File: config.mk
export PLATFORM = sky130hd
export DESIGN_NAME = ara_tohost_monitor
export DESIGN_NICKNAME = d
export VERILOG_FILES = /design/src/rtl/ara_tohost_monitor.sv
export SDC_FILE = /design/constraint.sdc
export NUM_CORES = 1
export LEC_CHECK = 0
export CAP_MARGIN = 15
export CORE_MARGIN = 4
export CORE_UTILIZATION = 25
export CTS_CLUSTER_SIZE = 25
export DETAILED_ROUTE_END_ITERATION = 10
export MAX_ROUTING_LAYER = met4
export PLACE_DENSITY_LB_ADDON = 0.12
export SETUP_SLACK_MARGIN = 0.4
export SYNTH_ARGS = -nofsm -noshare
export SYNTH_HDL_FRONTEND = slang
export SYNTH_SLANG_ARGS = --single-unit
File: constraint.sdc
create_clock -name clk_i -period 6.1 [get_ports clk_i]
set_clock_uncertainty 0.05 [all_clocks]
set_input_delay 1.22 -clock clk_i [delete_from_list [all_inputs] [get_ports clk_i]]
set_output_delay 1.22 -clock clk_i [all_outputs]
set_load 0.005 [all_outputs]
File: src/rtl/ara_tohost_monitor.sv
// Passive AXI write snooper: pairs AW/W handshakes in order and latches the tohost exit word,
// with a run-cycle counter, optional timeout exit and sticky pending-FIFO overflow flag.

module ara_tohost_fifo #(
    parameter int unsigned Depth = 4,
    parameter int unsigned Width = 1
) (
    input  logic             clk_i,
    input  logic             rst_i,
    input  logic             push,
    input  logic [Width-1:0] push_data,
    input  logic             pop,
    output logic [Width-1:0] head_c,
    output logic             empty_c,
    output logic             full_c
);
    localparam int unsigned PtrW = $clog2(Depth);

    logic [PtrW:0]      wr_ptr_q;
    logic [PtrW:0]      rd_ptr_q;
    logic [Width-1:0]   mem_q [Depth];
    logic               push_ok;

    assign empty_c = (wr_ptr_q == rd_ptr_q);
    assign full_c  = (wr_ptr_q[PtrW] != rd_ptr_q[PtrW]) &&
                     (wr_ptr_q[PtrW-1:0] == rd_ptr_q[PtrW-1:0]);
    // A full FIFO still accepts a push when the head leaves in the same cycle
    assign push_ok = push && (!full_c || pop);
    assign head_c  = mem_q[rd_ptr_q[PtrW-1:0]];

    always_ff @(posedge clk_i or posedge rst_i) begin
        if (rst_i) begin
            wr_ptr_q <= '0;
            rd_ptr_q <= '0;
        end else begin
            if (push_ok) wr_ptr_q <= wr_ptr_q + (PtrW+1)'(1);
            if (pop)     rd_ptr_q <= rd_ptr_q + (PtrW+1)'(1);
        end
    end

    always_ff @(posedge clk_i) begin
        if (push_ok) mem_q[wr_ptr_q[PtrW-1:0]] <= push_data;
    end
endmodule

module ara_tohost_monitor #(
    parameter int unsigned              AxiAddrWidth  = 64,
    parameter int unsigned              AxiDataWidth  = 256,
    parameter logic [AxiAddrWidth-1:0]  TohostAddr    = AxiAddrWidth'(64'h8000_0000),
    parameter int unsigned              NumPending    = 4,
    parameter logic [63:0]              TimeoutCycles = 64'd0,
    parameter logic [62:0]              TimeoutCode   = 63'hDEAD
) (
    input  logic                      clk_i,
    input  logic                      rst_i,
    input  logic                      aw_valid_i,
    input  logic                      aw_ready_i,
    input  logic [AxiAddrWidth-1:0]   aw_addr_i,
    input  logic                      w_valid_i,
    input  logic                      w_ready_i,
    input  logic [AxiDataWidth-1:0]   w_data_i,
    input  logic [AxiDataWidth/8-1:0] w_strb_i,
    input  logic                      w_last_i,
    output logic [63:0]               exit_o,
    output logic [63:0]               cycle_cnt_o,
    output logic                      error_o
);
    localparam int unsigned NumLanes = AxiDataWidth / 64;
    localparam int unsigned LaneSel  = 32'((TohostAddr >> 3) & AxiAddrWidth'(NumLanes - 1));

    typedef enum logic {IDLE, DONE} state_e;

    state_e        state_q, state_d;
    logic [63:0]   exit_d, cnt_d;
    logic          error_d;
    logic          first_q;
    logic          aw_hs, w_hs, w_push, aw_match, pop;
    logic          aw_head, aw_empty, aw_full;
    logic [63:0]   w_head;
    logic          w_empty, w_full;
    logic [63:0]   lane_data, lane_word;
    logic [7:0]    lane_strb;
    logic          unused_bits;

    assign aw_hs    = aw_valid_i & aw_ready_i;
    assign w_hs     = w_valid_i & w_ready_i;
    assign w_push   = w_hs & first_q;
    assign aw_match = (aw_addr_i[AxiAddrWidth-1:3] == TohostAddr[AxiAddrWidth-1:3]);
    assign pop      = !aw_empty && !w_empty;

    assign lane_data   = w_data_i[LaneSel*64 +: 64];
    assign lane_strb   = w_strb_i[LaneSel*8 +: 8];
    assign unused_bits = ^{aw_addr_i[2:0], w_data_i, w_strb_i};

    // Strobe-masked tohost lane of the current beat
    always_comb begin
        lane_word = '0;
        for (int b = 0; b < 8; b++) begin
            lane_word[b*8 +: 8] = lane_strb[b] ? lane_data[b*8 +: 8] : 8'h00;
        end
    end

    ara_tohost_fifo #(.Depth(NumPending), .Width(1)) u_aw_fifo (
        .clk_i     (clk_i),
        .rst_i     (rst_i),
        .push      (aw_hs),
        .push_data (aw_match),
        .pop       (pop),
        .head_c    (aw_head),
        .empty_c   (aw_empty),
        .full_c    (aw_full)
    );

    ara_tohost_fifo #(.Depth(NumPending), .Width(64)) u_w_fifo (
        .clk_i     (clk_i),
        .rst_i     (rst_i),
        .push      (w_push),
        .push_data (lane_word),
        .pop       (pop),
        .head_c    (w_head),
        .empty_c   (w_empty),
        .full_c    (w_full)
    );

    // Next state: a tohost pair takes priority over the timeout in the same cycle
    always_comb begin
        state_d = state_q;
        exit_d  = exit_o;
        cnt_d   = cycle_cnt_o;
        error_d = error_o | (aw_hs && aw_full && !pop) | (w_push && w_full && !pop);
        if (state_q == IDLE) begin
            if (cycle_cnt_o != '1) cnt_d = cycle_cnt_o + 64'd1;
            if (pop && aw_head && w_head[0]) begin
                exit_d  = w_head;
                state_d = DONE;
            end else if (TimeoutCycles != 64'd0 && cycle_cnt_o == TimeoutCycles - 64'd1) begin
                exit_d  = {TimeoutCode, 1'b1};
                state_d = DONE;
            end
        end
    end

    always_ff @(posedge clk_i or posedge rst_i) begin
        if (rst_i) begin
            state_q     <= IDLE;
            exit_o      <= '0;
            cycle_cnt_o <= '0;
            error_o     <= 1'b0;
            first_q     <= 1'b1;
        end else begin
            state_q     <= state_d;
            exit_o      <= exit_d;
            cycle_cnt_o <= cnt_d;
            error_o     <= error_d;
            if (w_hs) first_q <= w_last_i;
        end
    end
endmodule
Word-level counts from Yosys, hierarchy flattened
Memory sizes are Yosys's and may differ from the RTL's.
Index checks and enable logic that the tools add are counted.
- register bits after elaboration: 143
- RAM bits: 260
- input port bits: 359
- output and inout port bits: 129
- word-level logic and storage cells: 64
- memories: 2
- add/sub/neg operators: 5
- equality and inequality tests: 8
- mux-type cells: 14
- bitwise operators: 6
- reductions and logical operators: 20
- memory list (memory ; words ; width ; rd ports ; clocked after memory_dff ; write ports ; RTL line ; source):
    u_w_fifo.mem_q ; 4 ; 64 ; 1 ; 0 ; 1 ; 21 ; logic [Width-1:0] mem_q [Depth];
    u_aw_fifo.mem_q ; 4 ; 1 ; 1 ; 0 ; 1 ; 21 ;
- operator list (cell ; number):
    $add A64 B1 Y64 const B ; 1
    $mux W8 ; 8
    $ne A64 B64 Y1 const B ; 1
    $eq A61 B29 Y1 const B ; 1
    $add A3 B1 Y3 const B ; 4
    $logic_and A1 B1 Y1 ; 11
    $eq A3 B3 Y1 ; 2
    $mux W1 ; 6
    $logic_not A1 Y1 ; 5
    $eq A2 B2 Y1 ; 2
    $reduce_and A2 Y1 ; 2
    $and A1 B1 Y1 ; 3
    $logic_or A1 B1 Y1 ; 2
    $ne A1 B1 Y1 ; 2
    $or A1 B1 Y1 ; 2
    $not A1 Y1 ; 1

Longest topological paths before layout
Gate-level depths: netlist of the first run.
- depth in word-level cells: 7
- depth in mapped cells: 9
- mapped depth without buffers: 7

Hierarchy
From an unflattened synthesis of the first run, not the netlist that was laid out.
- cell total of the unflattened synthesis: 951
- area, all modules: 16450.8 um^2
- by module, submodules not included (module ; times used ; cells an instance ; area each (um^2) ; sequential area each (um^2)):
    ara_tohost_fifo (u_w_fifo) ; 1 ; 369 ; 9599.2 ; 7837.5
    ara_tohost_monitor ; 1 ; 542 ; 6316.1 ; 3279.4
    ara_tohost_fifo (u_aw_fifo) ; 1 ; 40 ; 535.5 ; 270.3

Worst setup path after synthesis of the first run
No wires, ideal clock.
- path kind: input port to flip-flop
- start point: in w_valid_i
- end point: mem u_w_fifo.mem_q[3][0], enable pin
- library setup time: 0.430 ns
- data arrival time: 3.238 ns
- data required time: 5.620 ns
- setup slack: 2.382 ns
- stages on the path: 3
- path buffers: 0
- path through: nand3_1 a31oi_1 and2_1
- word-level cells in the longest chain between the ends: 5
- RTL lines (item ; RTL line ; source):
    start: declaration ; 59 ; input logic w_valid_i,
    $and A1 B1 Y1 ; 86 ; assign w_hs = w_valid_i & w_ready_i;
    $and A1 B1 Y1 ; 87 ; assign w_push = w_hs & first_q;
    $logic_and A1 B1 Y1 ; 28 ; assign push_ok = push && (!full_c || pop);
    $mux W1 ; 42 ; if (push_ok) mem_q[wr_ptr_q[PtrW-1:0]] <= push_data;
    $mux W1 (implied by the code) ; 42 ;
    end: declaration ; 21 ;
No other way between the ends.

Worst setup path in the final report of the first run
- start point: reg u_w_fifo.rd_ptr_q[0]
- end point: reg exit_o[5]
- word-level cells in the longest chain between the ends: 6
- elaborated cells on any way between the ends: 7
- those cells by class: 1 x eq/ne; 5 x reduce/logical; 1 x memory
- RTL lines (item ; RTL line ; source):
    start: declaration ; 20 ; logic [PtrW:0] rd_ptr_q;
    start signal: assignment ; 37 ; if (pop) rd_ptr_q <= rd_ptr_q + (PtrW+1)'(1);
    $eq A3 B3 Y1 ; 24 ; assign empty_c = (wr_ptr_q == rd_ptr_q);
    $logic_not A1 Y1 ; 89 ; assign pop = !aw_empty && !w_empty;
    $logic_and A1 B1 Y1 ; 89 ;
    $logic_and A1 B1 Y1 (2 in a row) ; 133 ; if (pop && aw_head && w_head[0]) begin
    $reduce_and A2 Y1 (no source line) ; -- ;
    end signal: assignment ; 152 ; exit_o <= exit_d;
    end: declaration ; 64 ; output logic [63:0] exit_o,
Several ways; a longest one is shown, not always the timed one.
A chain may end at the register's enable or synchronous reset.

==> results of run 1 <==
[final cells by class]
| type | instances | share of cell area |
|---|---|---|
| diodes | 1 | 0.000116 |
| clock inverters | 30 | 0.0114 |
| inverters | 12 | 0.00231 |
| multi-input cells | 508 | 0.218 |
| well taps | 855 | 0.0494 |
| clock buffers | 63 | 0.0629 |
| flip-flops and latches | 403 | 0.526 |
| repair buffers | 280 | 0.129 |
[worst paths after layout]
| kind | start | endpoint | slack, ns | cells past startpoint |
|---|---|---|---|---|
| worst min-delay path | error_o | error_o | 0.42 | 1 |
| worst max register to register | u_w_fifo.rd_ptr_q[0] | exit_o[5] | 2.65 | 7 |
| worst max-delay path | u_w_fifo.rd_ptr_q[0] | exit_o[5] | 2.65 | 7 |
| max in group asynchronous | rst_i | exit_o[33] | 3.93 | 3 |
| worst min register to register | error_o | error_o | 0.42 | 1 |
| min in group asynchronous | rst_i | u_aw_fifo.wr_ptr_q[0] | 1.07 | 2 |
[Yosys cell counts, drive strengths merged (2+ instances only)]
cell type,instances
edfxtp,260
dfrtp,142
and2,74
mux2,67
mux4,65
xor2,46
nand2,37
nor3,35
xnor2,33
nand4,32
nor4,26
clkbuf,23
nor2,22
nand3,18
inv,12
ha,11
and3,10
buf,6
and4,4
o21ai,4
or3,4
nor4b,3
or2,3
or4,3
a21o,2
a31oi,2
nand2b,2
[registers in the layout, indices dropped and copies added, names as in the netlist, 3 cells and up]
name	flops
u_aw_fifo.wr_ptr_q	3
cycle_cnt_o	64
exit_o	64
u_w_fifo.rd_ptr_q	3
u_aw_fifo.mem_q	4
u_w_fifo.mem_q	256
u_aw_fifo.rd_ptr_q	3
u_w_fifo.wr_ptr_q	3
[kinds of logic (layout without fill, tap and decap cells)]
logic type / after synthesis / in the layout / share of synthesized area
and+or+nand+nor: 275 / 275 / 0.0971
DFF: 403 / 403 / 0.700
buffers and inverters: 42 / 385 / 0.0111
AOI/OAI and AO/OA: 11 / 11 / 0.00454
muxes: 132 / 132 / 0.136
adders and majority gates: 11 / 11 / 0.00846
other: 0 / 1 / 0
xor gates and xnor gates: 79 / 79 / 0.0430
[through the flow]
step / hold WS [ns] / cells / setup WS [ns] / power (mW)
after floorplan: 0.409 / 953 / 0.994 / 4.62
after global placement: 0.402 / 2058 / 1.98 / 5.60
after detailed placement: 0.408 / 2058 / 1.97 / 5.60
after CTS: 0.422 / 2151 / 2.48 / 8.55
after global routing: 0.426 / 2152 / 2.30 / 8.84
final: 0.421 / 2152 / 2.65 / 8.35
[per-layer routing]
| layer | routed length [um] | GRT usage |
|---|---|---|
| met1 | 19700 | 0.168 |
| met2 | 19800 | 0.194 |
| met3 | 2130 | 0.0300 |
| met4 | 973 | 0.0359 |
| met5 | 0 | - |
[power breakdown]
part | switching [mW] | total (mW) | internal, mW
clock | 1.17 | 2.87 | 1.71
sequential | 0.321 | 3.63 | 3.31
combinational | 0.710 | 1.85 | 1.14
[worst max-delay path: stages (launching register included)]
cell,delay [ns]
dfrtp_4,0.83
xnor2_1,0.12
nand2_1,0.11
o22a_1,0.33
nand3_1,0.24
nor2_4,0.83
buf_12,0.37
mux2_2,0.38
==> impl_metrics.py, run 1 <==
metrics = {
    "setup_path": {
        "worstSetupPathType": "reg -> reg",
        "end_kind": "register",
        "cp_data_arrival_time_ns": 3.86,
        "path_max_fanout": 40,
        "cp-start-kind": "register",
        "required_ns": 6.51,
    },
    "floorplan": {
        "initial_core_util": 0.252,
        "rows": 93,
        "core_um2": 64500,
        "num_io_pins": 488,
        "dieArea_um2": 69300,
        "die_y_um": 263,
        "fp.dieW_um": 263,
    },
    "clock_tree": {
        "htreeDepth": 2,
        "cts_hold_buf": 0,
        "insertion_delay_ns": 0.58,
        "cts_buffers": 50,
        "cts_root_buffer": "clkbuf_16",
        "clock_tree.buffer_depth": 3,
        "post_cts_resized": 0,
        "cts_tree": "done",
        "post_cts_buffers": 0,
        "clock_sinks": 403,
        "clk_pin_slew_ns": 0.06,
    },
    "timing": {
        "rsz0062_at_grt": "no",
        "drv_slew": 0,
        "slew_headroom": 0.296,
        "fin_setup_tns_ns": 0,
        "hold_violations": 0,
        "min_period_ns": 3.45,
        "final-setup-viol-count": 0,
        "max_freq_mhz": 290,
        "worst_pin_slew_ns": 1.05,
        "finalCritPeriodShare": 0.565,
    },
    "logic_synthesis": {
        "synthDistinctLibCells": 46,
        "synthCells": 953,
        "ys_seq_elements": 403,
        "synth-edff-count": 260,
        "yosysSeqAreaShare": 0.700,
        "yosysTopAreaCell": "edfxtp_1",
        "ys_warn_count": 0,
        "syn_nets": 1323,
        "synth.top_cell.area_share": 0.480,
        "synthTopCellsByArea": "edfxtp_1 (48%), dfrtp_1 (22%), mux4_2 (9.0%)",
        "syn_area_um2": 16300,
        "syn_avg_cell_area_um2": 17.1,
        "synth-main-ff-cell": "edfxtp_1",
        "synthArstFlopShare": 0.355,
    },
    "routing": {
        "wl_um": 42700,
        "ant_nets": 0,
        "vias": 9317,
        "drtPass1Iterations": 5,
        "vias_per_cell": 4.33,
        "wl_per_cell_um": 19.8,
        "drc": 0,
        "drtIter0Drc": 390,
    },
    "cells_and_area": {
        "mostFrequentLayoutCells": "clkdlybuf4s50_1 (268), edfxtp_1 (260), dfrtp_1 (140)",
        "area_growth_pct": 33.0,
        "final_core_util": 0.336,
        "final_common_cell": "clkdlybuf4s50_1",
        "drive_above_1_share": 0.188,
        "fin_nets": 1625,
        "fin_area_um2": 21600,
        "fill_cells": 6270,
        "multi_input_area_um2": 4730,
        "seqCellArea_um2": 11400,
    },
    "place": {
        "placed_area_um2": 20000,
        "io_buffers": 268,
        "gp_congestion": 0.760,
        "post-dp-hpwl_um": 27100,
    },
    "grt": {
        "grt_pass1_wl_um": 65700,
        "grt_pass1_vias": 10200,
        "antenna_found_initial": 1,
        "grt_max_degree": 92,
        "grt-ovfl-total": 0,
        "grt_usage": 0.126,
    },
    "power_and_ir_drop": {
        "leakage_nw": 7.74,
        "pwr_density_cell_nw_per_um2": 386,
        "peakVddDrop_uv": 198,
    },
    "run_status": {
        "status": "complete, no violations",
    },
    "run": {
        "drv_cap": 0,
    },
    "hold_path": {
        "hold_class": "reg -> reg",
    },
}
Note: power is estimated with default switching activity, not from simulation.
==> inputs of run 2 (changes only) <==
==> constraint.sdc (replaced) <==
create_clock -name clk_i -period 3.18 [get_ports clk_i]
set_clock_uncertainty 0.05 [all_clocks]
set_input_delay 0.636 -clock clk_i [delete_from_list [all_inputs] [get_ports clk_i]]
set_output_delay 0.636 -clock clk_i [all_outputs]
set_load 0.005 [all_outputs]
==> run 2 against run 1 <==
  * Hold slack got worse by 0.071 ns
  * Non-clock buffer count increased by 42
  * Sequential share of layout area shrank 1.4 points
  * Global-route usage is 0.11 points higher
  * Via count is 1.2% higher
  * Final cell count grew 2.2%
  * Register-to-register slack worse by 2.1 ns
  * Power rose by 96%
  * Largest cell class unchanged
  * Largest power group unchanged
  * Highest routed layer unchanged
==> impl_metrics.py, run 2 (synthesis gave the netlist of run 1 again) <==
metrics = {
    "setup_path": {
        "required_ns": 3.60,
        "end_kind": "register",
        "crit_buf_inv": 1,
        "slowest_stage": "or4_4",
        "cp-start-kind": "register",
        "max_stage_delay_ns": 0.51,
        "cp_data_arrival_time_ns": 3.08,
        "reg2reg_slack_ns": 0.51,
        "worstSetupPathType": "reg -> reg",
        "path_max_fanout": 7,
        "crit_chain": "buf_6 -> nand3_1 -> or4_4 -> or3_4 -> or3_4 -> or4_4 -> xnor2_2",
        "cp_top_family": "simple AND/OR/NAND/NOR gates",
    },
    "routing": {
        "ant_nets": 0,
        "wl_um": 43300,
        "drc": 0,
        "drtPass1Iterations": 4,
        "vias": 9431,
        "vias_per_cell": 4.29,
        "wl_per_cell_um": 19.7,
        "drtIter0Drc": 394,
    },
    "cells_and_area": {
        "fin_area_um2": 22300,
        "largest_register_ffs": 256,
        "area_growth_pct": 36.9,
        "final_core_util": 0.346,
        "mostFrequentLayoutCells": "clkdlybuf4s50_1 (268), edfxtp_1 (260), dfrtp_1 (133)",
        "layout.cells.non_filler": 2199,
        "fill_cells": 6258,
        "final_common_cell": "clkdlybuf4s50_1",
        "fin_nets": 1666,
        "drive_above_1_share": 0.224,
    },
    "timing": {
        "final-setup-viol-count": 0,
        "hold_violations": 0,
        "drv_slew": 0,
        "slew_headroom": 0.491,
        "finalCritPeriodShare": 0.838,
        "max_freq_mhz": 375,
        "fin_hold_ws_ns": 0.351,
        "min_period_ns": 2.67,
        "fin_setup_tns_ns": 0,
        "worst_slack_ns": 0.514,
        "worst_pin_slew_ns": 0.764,
        "rsz0062_at_grt": "no",
    },
    "place": {
        "placed_area_um2": 20500,
        "gp_congestion": 0.744,
        "dp.cells": 2094,
        "post-dp-hpwl_um": 29200,
        "io_buffers": 268,
        "pre_cts_ws_ns": 0.299,
    },
    "clock_tree": {
        "htreeDepth": 2,
        "insertion_delay_ns": 0.58,
        "clk_pin_slew_ns": 0.06,
        "cts_tree": "done",
        "cts_hold_buf": 0,
        "cts_buffers": 49,
        "clock_tree.buffer_depth": 3,
        "cts_root_buffer": "clkbuf_16",
        "clock_sinks": 403,
    },
    "grt": {
        "antenna_found_initial": 7,
        "grt_max_degree": 54,
        "grt_pass1_wl_um": 66500,
        "grt_usage": 0.127,
        "grt_pass1_vias": 10300,
        "grt-ovfl-total": 0,
    },
    "power_and_ir_drop": {
        "peakVddDrop_uv": 455,
        "power_mw": 16.4,
        "pwr_density_cell_nw_per_um2": 735,
        "leakage_nw": 8.01,
    },
    "floorplan": {
        "fp.dieW_um": 263,
        "die_y_um": 263,
        "initial_core_util": 0.252,
        "rows": 93,
        "dieArea_um2": 69300,
        "num_io_pins": 488,
        "core_um2": 64500,
    },
    "run": {
        "drv_cap": 0,
    },
    "hold_path": {
        "hold_class": "in -> async",
    },
    "run_status": {
        "status": "complete, no violations",
    },
}
[run 2: cell types whose count changed in the layout (fill, tap and decap cells not counted), sizes merged]
cell	before	now
buf	12	54
diode	1	7
bufinv	3	5
clkinv	23	21
inv	15	13
clkbuf	63	64
[run 2: path summary, 6_finish.rpt]
path / endpoint / from / cells past startpoint
worst max register to register: cycle_cnt_o[51] / cycle_cnt_o[1] / 7
worst min register to register: error_o / error_o / 1
min in group clk_i: error_o / error_o / 1
worst min-delay path: cycle_cnt_o[13] / rst_i / 2
worst max-delay path: cycle_cnt_o[51] / cycle_cnt_o[1] / 7
max in group asynchronous: u_w_fifo.rd_ptr_q[0] / rst_i / 3
[run 2: cell type report]
| cell class | instances | area (um^2) | share of cell area |
|---|---|---|---|
| Sequential cell | 403 | 11400 | 0.512 |
| Timing Repair Buffer | 322 | 3350 | 0.150 |
| Clock inverter | 28 | 300 | 0.0135 |
| Inverter | 12 | 48.8 | 0.00219 |
| Clock buffer | 64 | 1340 | 0.0603 |
| Antenna cell | 7 | 17.5 | 0.000786 |
| Multi-Input combinational cell | 508 | 4750 | 0.213 |
| Tap cell | 855 | 1070 | 0.0480 |
[run 2: where the power goes]
group	leakage (nW)	switching, mW	total, mW	internal [mW]
combinational	3.02	1.63	3.96	2.34
clock	0.816	2.25	5.65	3.40
sequential	4.18	0.416	6.76	6.35
[run 2: per-layer routing]
metal	routed length, um	vias to the layer above	share of wire	GRT usage
li1	-	4353	-	-
met1	19300	4808	0.44	0.164
met2	20600	215	0.47	0.200
met3	2760	55	0.064	0.0381
met4	757	0	0.017	0.0296
met5	0	-	0	-
[run 2: repair_timing]
action                                 in CTS  in global routing
gates resized for setup                     3                 11
pin swaps                                   0                  4
setup endpoints to repair                  20                 38
gates cloned                                0                  0
endpoints found under the hold margin       0                  0
setup buffers                               0                  6
[run 2: worst register-to-register path, cell delays in order (launching register included)]
cell,delay [ns]
dfrtp_1,0.37
buf_6,0.13
nand3_1,0.10
or4_4,0.51
or3_4,0.42
or3_4,0.40
or4_4,0.45
xnor2_2,0.14
==> inputs of run 3 (changes only) <==
==> constraint.sdc (replaced) <==
create_clock -name clk_i -period 2.5 [get_ports clk_i]
set_clock_uncertainty 0.05 [all_clocks]
set_input_delay 0.5 -clock clk_i [delete_from_list [all_inputs] [get_ports clk_i]]
set_output_delay 0.5 -clock clk_i [all_outputs]
set_load 0.005 [all_outputs]
==> run 3 against run 2 <==
  * The flow now finishes with violations (setup timing)
  * Critical path depth is 1 lower
  * Design area increased by 12%
  * Die area did not move
  * Final cell count is 7.0% higher
  * Combinational power up 50%
  * Routed wire length up 12%
  * Clock power increased by 24%
  * Non-clock buffer count rose by 163
  * Highest routed layer unchanged
==> impl_metrics.py, run 3 (synthesis gave the netlist of run 1 again) <==
metrics = {
    "cells_and_area": {
        "fin_nets": 1829,
        "fill_cells": 6081,
        "largest_register_ffs": 256,
        "area_growth_pct": 53.4,
        "drive_above_1_share": 0.350,
        "layout.cells.non_filler": 2354,
        "final_common_cell": "edfxtp_1",
        "mostFrequentLayoutCells": "edfxtp_1 (260), clkdlybuf4s50_1 (190), dfrtp_1 (132)",
    },
    "clock_tree": {
        "htreeDepth": 2,
        "clock_tree.buffer_depth": 3,
        "cts_tree": "done",
        "clk_pin_slew_ns": 0.06,
        "cts_buffers": 48,
        "cts_root_buffer": "clkbuf_16",
        "insertion_delay_ns": 0.58,
        "cts_hold_buf": 0,
        "clock_sinks": 403,
    },
    "place": {
        "gp_congestion": 0.739,
        "pre_cts_ws_ns": -0.0961,
        "post-dp-hpwl_um": 28700,
        "dp.cells": 2147,
        "io_buffers": 268,
    },
    "setup_path": {
        "max_stage_delay_ns": 0.51,
        "worstSetupPathType": "reg -> reg",
        "required_ns": 2.92,
        "crit_chain": "nand3_2 -> or4_4 -> or3_4 -> or3_4 -> or4_4 -> xnor2_2",
        "cp-start-kind": "register",
        "path_max_fanout": 3,
        "slowest_stage": "or4_4",
        "end_kind": "register",
        "cp_data_arrival_time_ns": 3.01,
    },
    "floorplan": {
        "core_um2": 64500,
        "dieArea_um2": 69300,
        "rows": 93,
        "fp.dieW_um": 263,
        "die_y_um": 263,
        "initial_core_util": 0.252,
        "num_io_pins": 488,
    },
    "grt": {
        "grt_pass1_wl_um": 68900,
        "grt_usage": 0.133,
        "antenna_found_initial": 2,
        "grt-ovfl-total": 0,
        "grt_max_degree": 75,
        "grt_pass1_vias": 11000,
    },
    "routing": {
        "drc": 0,
        "ant_nets": 0,
        "drtIter0Drc": 444,
        "vias": 10200,
        "wl_um": 48300,
        "drtPass1Iterations": 4,
        "vias_per_cell": 4.32,
        "wl_per_cell_um": 20.5,
    },
    "power_and_ir_drop": {
        "leakage_nw": 9.99,
        "pwr_density_cell_nw_per_um2": 864,
        "power_mw": 21.6,
        "peakVddDrop_uv": 485,
    },
    "timing": {
        "max_freq_mhz": 386,
        "fin_hold_ws_ns": 0.135,
        "final-setup-viol-count": 10,
        "rsz0062_at_grt": "yes",
        "slew_headroom": 0.526,
        "drv_slew": 0,
        "finalCritPeriodShare": 1.04,
        "min_period_ns": 2.59,
        "worst_pin_slew_ns": 0.705,
        "worst_slack_ns": -0.0927,
        "hold_violations": 0,
    },
    "run_status": {
        "status": "finished, violations left",
        "violations": "setup timing",
    },
    "hold_path": {
        "hold_class": "in -> async",
    },
    "run": {
        "drv_cap": 0,
    },
}
run 3: changes by cell type in the layout (fill, tap and decap cells not counted), sizes merged, moves of 2 or more:
cell,previous run,this run
dlymetal6s2s,0,7
clkdlybuf4s50,268,190
buf,54,200
dlygate4sd2,0,68
clkinv,21,17
diode,7,2
clkinvlp,1,3
clkdlybuf4s15,0,2
clkbuf,64,82
run 3: cell type report:
type | count | area (um^2) | area share
clock inverter | 24 | 262 | 0.0105
timing repair buffer | 485 | 5320 | 0.213
tap | 855 | 1070 | 0.0428
antenna | 2 | 5.00 | 0.000200
multi-input combinational | 509 | 5550 | 0.222
clock buffer | 64 | 1320 | 0.0529
inverter | 12 | 48.8 | 0.00195
sequential | 403 | 11400 | 0.457
run 3: timing repair:
item                                    in CTS  in global routing
pin swaps                                   33                 41
resized for setup                          161                150
cloned                                       7                 24
endpoints found under the setup margin     394                347
buffers inserted                            52                 34
run 3: final timing paths:
| path | slack, ns | to | cells after the start | from |
|---|---|---|---|---|
| max reg2reg | -0.09 | cycle_cnt_o[51] | 6 | cycle_cnt_o[1] |
| max in group asynchronous | 1.51 | exit_o[38] | 3 | rst_i |
| min reg2reg | 0.41 | error_o | 1 | error_o |
| min | 0.13 | cycle_cnt_o[11] | 2 | rst_i |
| max | -0.09 | cycle_cnt_o[51] | 6 | cycle_cnt_o[1] |
| min in group clk_i | 0.41 | error_o | 1 | error_o |
run 3: report_power, final:
part | leakage [nW] | internal (mW) | switching [mW]
Clock | 0.773 | 4.14 | 2.85
Sequential | 4.18 | 8.08 | 0.570
Combinational | 5.04 | 3.64 | 2.29
Total | 9.99 | 15.9 | 5.71
run 3: metal layers:
metal  routed length, um  track usage  vias up
met1               21300        0.168     5227
li1                    -            -     4683
met3                1990       0.0274       64
met4                 890       0.0332        0
met5                   0            -        -
met2               24200        0.220      203
run 3: metrics by stage:
stage,instance area (um^2),util,TNS (ns)
floorplan,16500,-,-0.108
global placement,21000,0.326,-1.45
detailed placement,21000,0.326,-1.50
CTS,23500,0.365,-0.254
global route,25000,0.387,-2.57
finish,25000,0.387,-0.331
run 3: critical path, delay by kind of cell, from the launching register on:
kind / cells / cell delay [ns]
flops: 1 / 0.41
xor+xnor: 1 / 0.14
simple gates: 5 / 1.89
